--- config.mk ---
export PLATFORM = sky130hd
export DESIGN_NAME = multdiv_issue_flat
export DESIGN_NICKNAME = d
export VERILOG_FILES = /design/src/rtl/multdiv_pkg.sv /design/src/rtl/multdiv_issue_if.sv /design/src/rtl/multdiv_issue_md_timeout_ctr.sv /design/src/rtl/multdiv_issue.sv /design/src/flat_wrapper.sv
export SDC_FILE = /design/constraint.sdc
export NUM_CORES = 1
export LEC_CHECK = 0
export BUFFER_PORTS_ARGS = -buffer_cell sky130_fd_sc_hd__buf_2
export CAP_MARGIN = 20
export CORE_MARGIN = 3
export CORE_UTILIZATION = 40
export DETAILED_ROUTE_END_ITERATION = 16
export PLACE_DENSITY_LB_ADDON = 0.15
export SLEW_MARGIN = 10
export SYNTH_ARGS = -nofsm -noshare
export SYNTH_HDL_FRONTEND = slang
export SYNTH_HIERARCHICAL = 1
export SYNTH_SLANG_ARGS = --single-unit
--- constraint.sdc ---
create_clock -name clock -period 2.1 [get_ports clock]
set_input_delay 0.105 -clock clock [delete_from_list [all_inputs] [get_ports clock]]
set_output_delay 0.105 -clock clock [all_outputs]
set_load 0.01 [all_outputs]
--- src/rtl/multdiv_pkg.sv ---
// Shared types and constants for the multiply/divide issue controller.
package multdiv_pkg;

  typedef enum logic [2:0] {
    S_IDLE  = 3'd0,
    S_START = 3'd1,
    S_WAIT  = 3'd2,
    S_DONE  = 3'd3,
    S_DRAIN = 3'd4
  } md_state_t;

  localparam int MUL_EXC_CODE = 4;
  localparam int DIV_EXC_CODE = 5;
  localparam int RSTATUS_REG  = 30;

  localparam logic OP_MUL = 1'b0;
  localparam logic OP_DIV = 1'b1;

endpackage

--- src/rtl/multdiv_issue_if.sv ---
// Issue, multdiv-unit and writeback signals of the multdiv issue controller.
interface multdiv_issue_if;
  logic        issue_valid;
  logic        issue_op;
  logic [31:0] issue_a;
  logic [31:0] issue_b;
  logic [4:0]  issue_rd;
  logic        flush;
  logic [31:0] md_result;
  logic        md_exception;
  logic        md_resultRDY;
  logic        wb_ready;
  logic [31:0] md_operandA;
  logic [31:0] md_operandB;
  logic        md_ctrl_MULT;
  logic        md_ctrl_DIV;
  logic        stall;
  logic        busy;
  logic        wb_valid;
  logic [31:0] wb_data;
  logic [4:0]  wb_rd;
  logic        wb_exception;

  // Pipeline / multdiv-unit side: drives instructions and unit responses.
  modport master (
    output issue_valid, issue_op, issue_a, issue_b, issue_rd, flush,
           md_result, md_exception, md_resultRDY, wb_ready,
    input  md_operandA, md_operandB, md_ctrl_MULT, md_ctrl_DIV,
           stall, busy, wb_valid, wb_data, wb_rd, wb_exception
  );

  // Issue controller side.
  modport slave (
    input  issue_valid, issue_op, issue_a, issue_b, issue_rd, flush,
           md_result, md_exception, md_resultRDY, wb_ready,
    output md_operandA, md_operandB, md_ctrl_MULT, md_ctrl_DIV,
           stall, busy, wb_valid, wb_data, wb_rd, wb_exception
  );
endinterface

--- src/rtl/multdiv_issue_md_timeout_ctr.sv ---
// Saturating WAIT/DRAIN cycle counter; hit is high once the count equals MAX.
module md_timeout_ctr #(
  parameter int MAX = 48
) (
  input  logic clock,
  input  logic reset_n,
  input  logic i_clr,
  input  logic i_en,
  output logic o_hit
);
  localparam int W = $clog2(MAX + 1);

  logic [W-1:0] r_cnt;

  assign o_hit = (r_cnt == W'(MAX));

  always_ff @(posedge clock or negedge reset_n) begin
    if (!reset_n) begin
      r_cnt <= '0;
    end else if (i_clr) begin
      r_cnt <= '0;
    end else if (i_en && !o_hit) begin
      r_cnt <= r_cnt + W'(1);
    end
  end
endmodule

--- src/rtl/multdiv_issue.sv ---
// Issue controller between X stage and the shared multdiv unit: latches operands,
// strobes the unit once, stalls the pipe until the result (or timeout) reaches writeback.
module multdiv_issue
  import multdiv_pkg::*;
#(
  parameter int TIMEOUT      = 48,
  parameter int RSTATUS_REG  = multdiv_pkg::RSTATUS_REG,
  parameter int MUL_EXC_CODE = multdiv_pkg::MUL_EXC_CODE,
  parameter int DIV_EXC_CODE = multdiv_pkg::DIV_EXC_CODE
) (
  input logic            clock,
  input logic            reset_n,
  multdiv_issue_if.slave bus
);
  md_state_t   r_state;
  md_state_t   w_next;
  logic [31:0] r_opa;
  logic [31:0] r_opb;
  logic        r_op;
  logic [4:0]  r_rd;
  logic [31:0] r_res;
  logic        r_exc;
  logic        r_mult;
  logic        r_div;
  logic        w_hit;
  logic        w_accept;
  logic        w_capture;
  logic        w_done;
  logic        w_stall;

  md_timeout_ctr #(.MAX(TIMEOUT)) u_ctr (
    .clock   (clock),
    .reset_n (reset_n),
    .i_clr   (r_state == S_START),
    .i_en    ((r_state == S_WAIT) || (r_state == S_DRAIN)),
    .o_hit   (w_hit)
  );

  assign w_accept  = (r_state == S_IDLE) && bus.issue_valid;
  assign w_capture = (r_state == S_WAIT) && !bus.flush && (bus.md_resultRDY || w_hit);

  always_comb begin
    w_next = r_state;
    case (r_state)
      S_IDLE:  if (bus.issue_valid) w_next = S_START;
      // resultRDY is not looked at in START: it may be left over from the last op.
      S_START: w_next = bus.flush ? S_DRAIN : S_WAIT;
      S_WAIT: begin
        if (bus.flush)                          w_next = S_DRAIN;
        else if (bus.md_resultRDY || w_hit)     w_next = S_DONE;
      end
      S_DONE:  if (bus.flush || bus.wb_ready) w_next = S_IDLE;
      S_DRAIN: if (bus.md_resultRDY || w_hit) w_next = S_IDLE;
      default: w_next = S_IDLE;
    endcase
  end

  always_ff @(posedge clock or negedge reset_n) begin
    if (!reset_n) begin
      r_state <= S_IDLE;
      r_opa   <= '0;
      r_opb   <= '0;
      r_op    <= OP_MUL;
      r_rd    <= '0;
      r_res   <= '0;
      r_exc   <= 1'b0;
      r_mult  <= 1'b0;
      r_div   <= 1'b0;
    end else begin
      r_state <= w_next;
      r_mult  <= w_accept && (bus.issue_op == OP_MUL);
      r_div   <= w_accept && (bus.issue_op == OP_DIV);
      if (w_accept) begin
        r_opa <= bus.issue_a;
        r_opb <= bus.issue_b;
        r_op  <= bus.issue_op;
        r_rd  <= bus.issue_rd;
      end
      if (w_capture) begin
        r_res <= bus.md_resultRDY ? bus.md_result : '0;
        r_exc <= bus.md_resultRDY ? bus.md_exception : 1'b1;
      end
    end
  end

  always_comb begin
    w_stall = 1'b0;
    case (r_state)
      S_IDLE:          w_stall = bus.issue_valid;
      S_START, S_WAIT: w_stall = 1'b1;
      S_DONE:          w_stall = !bus.wb_ready;
      S_DRAIN:         w_stall = bus.issue_valid;
      default:         w_stall = 1'b0;
    endcase
    if (bus.flush) w_stall = 1'b0;
  end

  // A flush in DONE suppresses the result in the same cycle it arrives.
  assign w_done = (r_state == S_DONE) && !bus.flush;

  assign bus.md_operandA  = r_opa;
  assign bus.md_operandB  = r_opb;
  assign bus.md_ctrl_MULT = r_mult;
  assign bus.md_ctrl_DIV  = r_div;
  assign bus.stall        = w_stall;
  assign bus.busy         = (r_state != S_IDLE);
  assign bus.wb_valid     = w_done;
  assign bus.wb_exception = w_done && r_exc;
  assign bus.wb_data      = !w_done ? 32'd0 :
                            !r_exc  ? r_res :
                            (r_op == OP_DIV) ? 32'(DIV_EXC_CODE) : 32'(MUL_EXC_CODE);
  assign bus.wb_rd        = !w_done ? 5'd0 : (r_exc ? 5'(RSTATUS_REG) : r_rd);
endmodule

--- src/flat_wrapper.sv ---
// flat-port wrapper written by rule: the top's interface ports become plain ports
module multdiv_issue_flat import multdiv_pkg::*;
#(
  parameter int TIMEOUT      = 48,
  parameter int RSTATUS_REG  = multdiv_pkg::RSTATUS_REG,
  parameter int MUL_EXC_CODE = multdiv_pkg::MUL_EXC_CODE,
  parameter int DIV_EXC_CODE = multdiv_pkg::DIV_EXC_CODE
)
  (clock, reset_n, bus_issue_valid, bus_issue_op, bus_issue_a, bus_issue_b, bus_issue_rd, bus_flush, bus_md_result, bus_md_exception, bus_md_resultRDY, bus_wb_ready, bus_md_operandA, bus_md_operandB, bus_md_ctrl_MULT, bus_md_ctrl_DIV, bus_stall, bus_busy, bus_wb_valid, bus_wb_data, bus_wb_rd, bus_wb_exception);
  multdiv_issue_if bus_i ();
  input logic clock;
  input logic reset_n;
  input wire logic [$bits(bus_i.issue_valid)-1:0] bus_issue_valid;
  input wire logic [$bits(bus_i.issue_op)-1:0] bus_issue_op;
  input wire logic [$bits(bus_i.issue_a)-1:0] bus_issue_a;
  input wire logic [$bits(bus_i.issue_b)-1:0] bus_issue_b;
  input wire logic [$bits(bus_i.issue_rd)-1:0] bus_issue_rd;
  input wire logic [$bits(bus_i.flush)-1:0] bus_flush;
  input wire logic [$bits(bus_i.md_result)-1:0] bus_md_result;
  input wire logic [$bits(bus_i.md_exception)-1:0] bus_md_exception;
  input wire logic [$bits(bus_i.md_resultRDY)-1:0] bus_md_resultRDY;
  input wire logic [$bits(bus_i.wb_ready)-1:0] bus_wb_ready;
  output wire logic [$bits(bus_i.md_operandA)-1:0] bus_md_operandA;
  output wire logic [$bits(bus_i.md_operandB)-1:0] bus_md_operandB;
  output wire logic [$bits(bus_i.md_ctrl_MULT)-1:0] bus_md_ctrl_MULT;
  output wire logic [$bits(bus_i.md_ctrl_DIV)-1:0] bus_md_ctrl_DIV;
  output wire logic [$bits(bus_i.stall)-1:0] bus_stall;
  output wire logic [$bits(bus_i.busy)-1:0] bus_busy;
  output wire logic [$bits(bus_i.wb_valid)-1:0] bus_wb_valid;
  output wire logic [$bits(bus_i.wb_data)-1:0] bus_wb_data;
  output wire logic [$bits(bus_i.wb_rd)-1:0] bus_wb_rd;
  output wire logic [$bits(bus_i.wb_exception)-1:0] bus_wb_exception;
  assign bus_i.issue_valid = bus_issue_valid;
  assign bus_i.issue_op = bus_issue_op;
  assign bus_i.issue_a = bus_issue_a;
  assign bus_i.issue_b = bus_issue_b;
  assign bus_i.issue_rd = bus_issue_rd;
  assign bus_i.flush = bus_flush;
  assign bus_i.md_result = bus_md_result;
  assign bus_i.md_exception = bus_md_exception;
  assign bus_i.md_resultRDY = bus_md_resultRDY;
  assign bus_i.wb_ready = bus_wb_ready;
  assign bus_md_operandA = bus_i.md_operandA;
  assign bus_md_operandB = bus_i.md_operandB;
  assign bus_md_ctrl_MULT = bus_i.md_ctrl_MULT;
  assign bus_md_ctrl_DIV = bus_i.md_ctrl_DIV;
  assign bus_stall = bus_i.stall;
  assign bus_busy = bus_i.busy;
  assign bus_wb_valid = bus_i.wb_valid;
  assign bus_wb_data = bus_i.wb_data;
  assign bus_wb_rd = bus_i.wb_rd;
  assign bus_wb_exception = bus_i.wb_exception;
  multdiv_issue #(.TIMEOUT(TIMEOUT), .RSTATUS_REG(RSTATUS_REG), .MUL_EXC_CODE(MUL_EXC_CODE), .DIV_EXC_CODE(DIV_EXC_CODE)) u_core (.clock(clock), .reset_n(reset_n), .bus(bus_i));
endmodule
* After elaboration in Yosys (flattened, before gate mapping)
Cells that the tools add are included.
** Cells by class
- $add $sub $neg :: 1
- Equal/unequal tests :: 9
- Multiplexer cells :: 18
- Bitwise logic cells :: 1
- Reductions and logical operators :: 20
** Operators with widths (count)
- 2-to-1 mux 32 bit :: 3
- 2-to-1 mux 3 bit :: 6
- one-hot mux 3 bit (5 select lines) :: 1
- 2-to-1 mux 6 bit :: 2
- 2-to-1 mux 5 bit :: 2
- logical AND 1 bit :: 8
- adder 6 x 1 -> 6 bit, second input constant :: 1
- == test 3 x 2 -> 1 bit, second input constant :: 2
- == test 6 bit, second input constant :: 1
- inequality test 2 bit, second input constant :: 2
- AND reduction 4 bit :: 1
- OR reduction 2 bit :: 2
- == test 3 x 1 -> 1 bit, second input constant :: 1
- == test 3 bit, second input constant :: 1
- zero test 1 bit :: 3
- zero test 3 bit :: 1
- logical OR 1 bit :: 3
- 2-to-1 mux 1 bit :: 3
- inequality test 3 bit, second input constant :: 1
- one-hot mux 1 bit (3 select lines) :: 1
- nonzero test 3 bit :: 1
- inequality test 2 x 1 -> 1 bit, second input constant :: 1
- nonzero test 2 bit :: 1
- NOT 1 bit :: 1
** Word-level totals
- Bits in registers :: 114
- Input bits :: 109
- Output and inout bits :: 107
- Word-level logic and storage cells :: 59

* Logic depth before layout (Yosys ltp)
- Depth in word-level cells :: 5
- Gate-level depth with buffers :: 7
- Gate-level depth less buffers :: 7

* Cells and area by module
Netlist, hierarchy kept.
** By module, submodules not included
- multdiv_issue :: instances 1, cells an instance 308, area each 4364.2 um^2, sequential area each 2702.6 um^2
- md_timeout_ctr :: instances 1, cells an instance 40, area each 384.1 um^2, sequential area each 150.1 um^2

* Worst setup path before layout
No wires, ideal clock.
- Path type :: register to register
- From :: reg u_core.r_state[0]
- To :: reg u_core.u_ctr.r_cnt[0]
- Library setup time :: 0.138 ns
- Arrival :: 1.579 ns
- Slack :: 0.382 ns
- Stages on the path, launching flop included :: 6
- Buffers on the path :: 2
- Path through :: dfrtp_1 -> buf_2 -> nor3b_1 -> clkbuf_1 -> nor4b_1 -> or4_1
** On the way
- Word-level cells in the longest chain between the ends :: 4
** Ends and longest elaborated chain
- start, declared :: line multdiv_issue.sv:15 : md_state_t r_state;
- start signal, assigned :: line multdiv_issue.sv:70 : r_state <= w_next;
- == test 3 x 2 -> 1 bit or == test 3 bit (tied branches) :: line multdiv_issue.sv:35 : .i_en ((r_state == S_WAIT) || (r_state == S_DRAIN)),
- logical OR 1 bit :: line multdiv_issue.sv:35
- logical AND 1 bit :: line multdiv_issue_md_timeout_ctr.sv:22 : end else if (i_en && !o_hit) begin
- nonzero test 2 bit (no source line)
- end signal, assigned :: line multdiv_issue_md_timeout_ctr.sv:23 : r_cnt <= r_cnt + W'(1);
- end, declared :: line multdiv_issue_md_timeout_ctr.sv:13 : logic [W-1:0] r_cnt;
Several ways; a longest one is shown, not always the timed one.
A chain may end at the register's enable or synchronous reset.

* Worst setup path after layout
- From :: reg u_core.r_exc
- To :: out bus_wb_data[30]
** On the way
- Word-level cells in the longest chain between the ends :: 2
** Ends and longest elaborated chain
- start, declared :: line multdiv_issue.sv:22 : logic r_exc;
- start signal, assigned :: line multdiv_issue.sv:81 : r_exc <= bus.md_resultRDY ? bus.md_exception : 1'b1;
- 2-to-1 mux 32 bit :: line multdiv_issue.sv:110 : !r_exc ? r_res :
- 2-to-1 mux 32 bit :: line multdiv_issue.sv:109 : assign bus.wb_data = !w_done ? 32'd0 :
- end, declared :: line flat_wrapper.sv:30 : output wire logic [$bits(bus_i.wb_data)-1:0] bus_wb_data;
No other way between the ends.

==> results.md <==
- Status: finished clean
- Final Hold Viols: 0
- Die H: around 110 um
- Die ar.: between 10000 and 15000 um2
- Post-Route Utilization: 0.667
- PortBufs: approximately 220
- Synth Net Count: around 460
- First-pass GRT wire length: roughly 21 mm
- Starting DRT DRC Count: 329
- IO Pins: between 200 and 250
- Max VDD drop: between 0.0009 and 0.001 V
- Die W: approximately 110 um
- Worst EP required: 2.00 ns
- CP Class: flop to primary output
- First drt pass iteration count: 4
- Worst Reg-to-Reg Cells: 3
- H-tree level count: 4
- Wire per inst: 16.0 um
- Vias in the first global route: between 4000 and 5000
- HPWL after detailed placement: between 8 and 9 mm
- Switching Fraction: 0.302
- Worst skew pair latency: ~0.40 ns
- Placer Congestion: 0.806
- # clock sinks: about 110
- ANT nets after route: 0
- Predominant post-synthesis flop cell: dfrtp_1
- DRC: 0
- Fraction of layout cells with a size suffix above 1: 0.480
- Slew Limit Headroom: 0.651
- RSZ-0062 raised after global routing: false
- Netlist cell types: 40
- Clock Power Share: 0.299
- Critical Path End Type: primary output
- Max Cap Violations: 0
- Synth Area per Inst: roughly 14 um2
- Ratio of final minimum period to clock period: 0.921
- Minimum clock period: about 1.9 ns
- Antenna violations before repair: 0
- Clock-pin slew on the worst setup and hold paths: 0.05 ns
- Seq/Total Area, Yosys: 0.601
- GR Util All Layers: 0.205
- Max Root-Sink Buffers: 2
- Clock root cell: clkbuf_16
- Post-Synthesis Cells: 348
- CTS tree: done
- CP startpoint kind: flop
- Wire length after detailed routing: between 10 and 15 mm
- Leak Pwr: roughly 3.9 nW
- Core footprint: 11500 um2
- Switching power: just over 3 mW
- Nets: approximately 800
- Cell Int Power: 7.14 mW
- Grt total ovfl: 0
- Power Dens Cells: about 1300 nW/um2
- Combinational power share: 0.327
- Worst hold path type: primary input to flop
- Drt via density: 4.91
- Critical path arrival: between 1.5 and 2 ns
- Tightest Pin Transition: about 0.52 ns
- Worst reg2reg startpoint: u_core/r_state[2]$_DFFE_PN0P_
- Final setup viols: 0
- Rows: 39
- Clk_skew: ~0.0064 ns
- Largest net degree at the start of global routing: 71
- RR Endpoint: u_core/bus.md_operandA[27]$_DFFE_PN0N_
- Syn Std Cell Area: roughly 4700 um2
- FF+latch count, synth: 114
- Area Growth Syn to Fin: 61.8%
- FMAX: between 0.5 and 0.6 GHz
- Detailed-route via count: 4078
- Worst Path Max Fanout: 17
- Post-synth EDFFs: 0
- Starting Density: 0.412
- Setup TNS: 0 ns
- Flop2flop setup slack: about 0.30 ns
- Slew Viols, Final: 0
- Async SR Flop Fraction: 1.00
- Synth warnings: 6
- Sequential Power Share: 0.375
- Crit path to: bus_wb_data[30]
- CP Launch Point: u_core/r_exc$_DFFE_PN0P_
- Num CTS Buffers: 17
[repair_timing]
item	4_1_cts	5_1_grt
buffers inserted	0	0
endpoints found under the setup margin	0	32
hold endpoints to repair	141	0
hold buffers	106	0
gates resized for setup	0	6
[layout make-up]
class / instances / area [um2]
Clock buffer: 23 / 488
Tap cell: 143 / 179
Sequential cell: 114 / 2860
Fill cell: 875 / 3830
Timing Repair inverter: 1 / 7.51
Inverter: 6 / 26.3
Clock inverter: 9 / 151
Antenna cell: 1 / 2.50
Multi-Input combinational cell: 201 / 1720
Timing Repair Buffer: 333 / 2260
[power groups by stage]
stage	clock [mW]	sequential [mW]	combinational, mW
2_1_floorplan	0	4.01	1.83
3_3_place_gp	0	3.78	3.09
3_5_place_dp	0	3.83	3.18
4_1_cts	3.13	3.81	3.34
5_1_grt	3.24	3.98	3.64
6_report	3.06	3.83	3.34
[cell usage after synthesis, types with 3 or more instances]
| cell | count | share of area |
|---|---|---|
| a22o_1 | 32 | 0.059 |
| and3_1 | 33 | 0.043 |
| buf_2 | 8 | 0.0084 |
| buf_6 | 7 | 0.017 |
| clkbuf_1 | 12 | 0.0095 |
| dfrtp_1 | 114 | 0.60 |
| inv_1 | 6 | 0.0047 |
| mux2_1 | 6 | 0.014 |
| mux2_2 | 64 | 0.15 |
| nand2_1 | 6 | 0.0047 |
| nor2_1 | 19 | 0.015 |
| nor3_1 | 3 | 0.0032 |
| o21ai_0 | 3 | 0.0032 |
| xor2_1 | 3 | 0.0055 |
[placed cells by master, fill, tap and decap left out, types with 2 or more instances in the layout]
cell             n
o21ai_0          3
a22o_1          32
nand4b_1         2
clkinvlp_4       3
buf_4           10
dlygate4sd3_1  106
xor2_1           3
clkbuf_16       17
clkbuf_8         4
dfrtp_1        112
dfrtp_2          2
mux2_1           6
nor3_1           3
buf_2          214
and3_1          33
nor2_1          18
nor4b_1          2
a21oi_1          2
clkinv_2         3
mux2_2          64
ha_1             2
nand4_1          2
inv_1            5
buf_12           2
bufinv_16        4
nand2_1          6
and2_1           2
clkbuf_1         2
[registers in the layout, indices dropped and copies added, names as in the netlist]
register	cells
u_core/bus.md_ctrl_DIV	1
u_core/bus.md_ctrl_MULT	1
u_core/bus.md_operandA	32
u_core/bus.md_operandB	32
u_core/r_exc	1
u_core/r_op	1
u_core/r_rd	5
u_core/r_res	32
u_core/r_state	3
u_core/u_ctr/r_cnt	6
[through the flow]
step	power, mW	setup slack, ns	area [um2]	std cells	hold slack [ns]
finish	10.2	0.166	7680	831	0.0207
global route	10.9	0.0477	7680	830	0.0270
CTS	10.3	0.0690	7660	829	0.00235
detailed placement	7.01	0.176	5960	691	0.116
global placement	6.87	0.299	5960	691	0.111
floorplan	5.84	0.382	4750	348	-0.191
[per-layer routing]
metal | vias to the layer above | track usage | routed length, um
li1 | 1916 | - | -
met1 | 1972 | 0.237 | 5190
met3 | 30 | 0.0668 | 752
met2 | 160 | 0.352 | 7010
met4 | 0 | 0.0806 | 335
met5 | - | 0 | 0
[worst max-delay path, cell delays in order, from the launching register on]
cell and delay, ns:
dfrtp_1 0.61, clkinvlp_4 0.41, and3_1 0.26, buf_2 0.14
[kinds of logic (layout without fill, tap and decap cells)]
family                     count (synthesis)  in the layout  synth area share
adders and majority gates                  2              2           0.00527
muxes                                     71             71             0.168
other                                      0              1                 0
buffers and inverters                     33            372            0.0393
xor gates and xnor gates                   4              4           0.00738
DFF                                      114            114             0.601
and+or+nand+nor                           81             81             0.105
AOI/OAI and AO/OA                         43             43            0.0740
[worst min-delay path by stage]
stage	startpoint	endpoint	slack, ns	cells past startpoint
floorplan	reset_n	u_core/bus.md_ctrl_DIV$_DFF_PN0_	-0.19	0
global placement	reset_n	u_core/bus.md_operandB[19]$_DFFE_PN0N_	0.11	1
global route	bus_issue_valid	u_core/bus.md_ctrl_MULT$_DFF_PN0_	0.03	3
detailed placement	reset_n	u_core/bus.md_operandB[19]$_DFFE_PN0N_	0.12	1
CTS	bus_issue_valid	u_core/bus.md_ctrl_MULT$_DFF_PN0_	0.002	3
finish	bus_issue_valid	u_core/bus.md_ctrl_MULT$_DFF_PN0_	0.02	3
(Power assumes the default switching activity.)
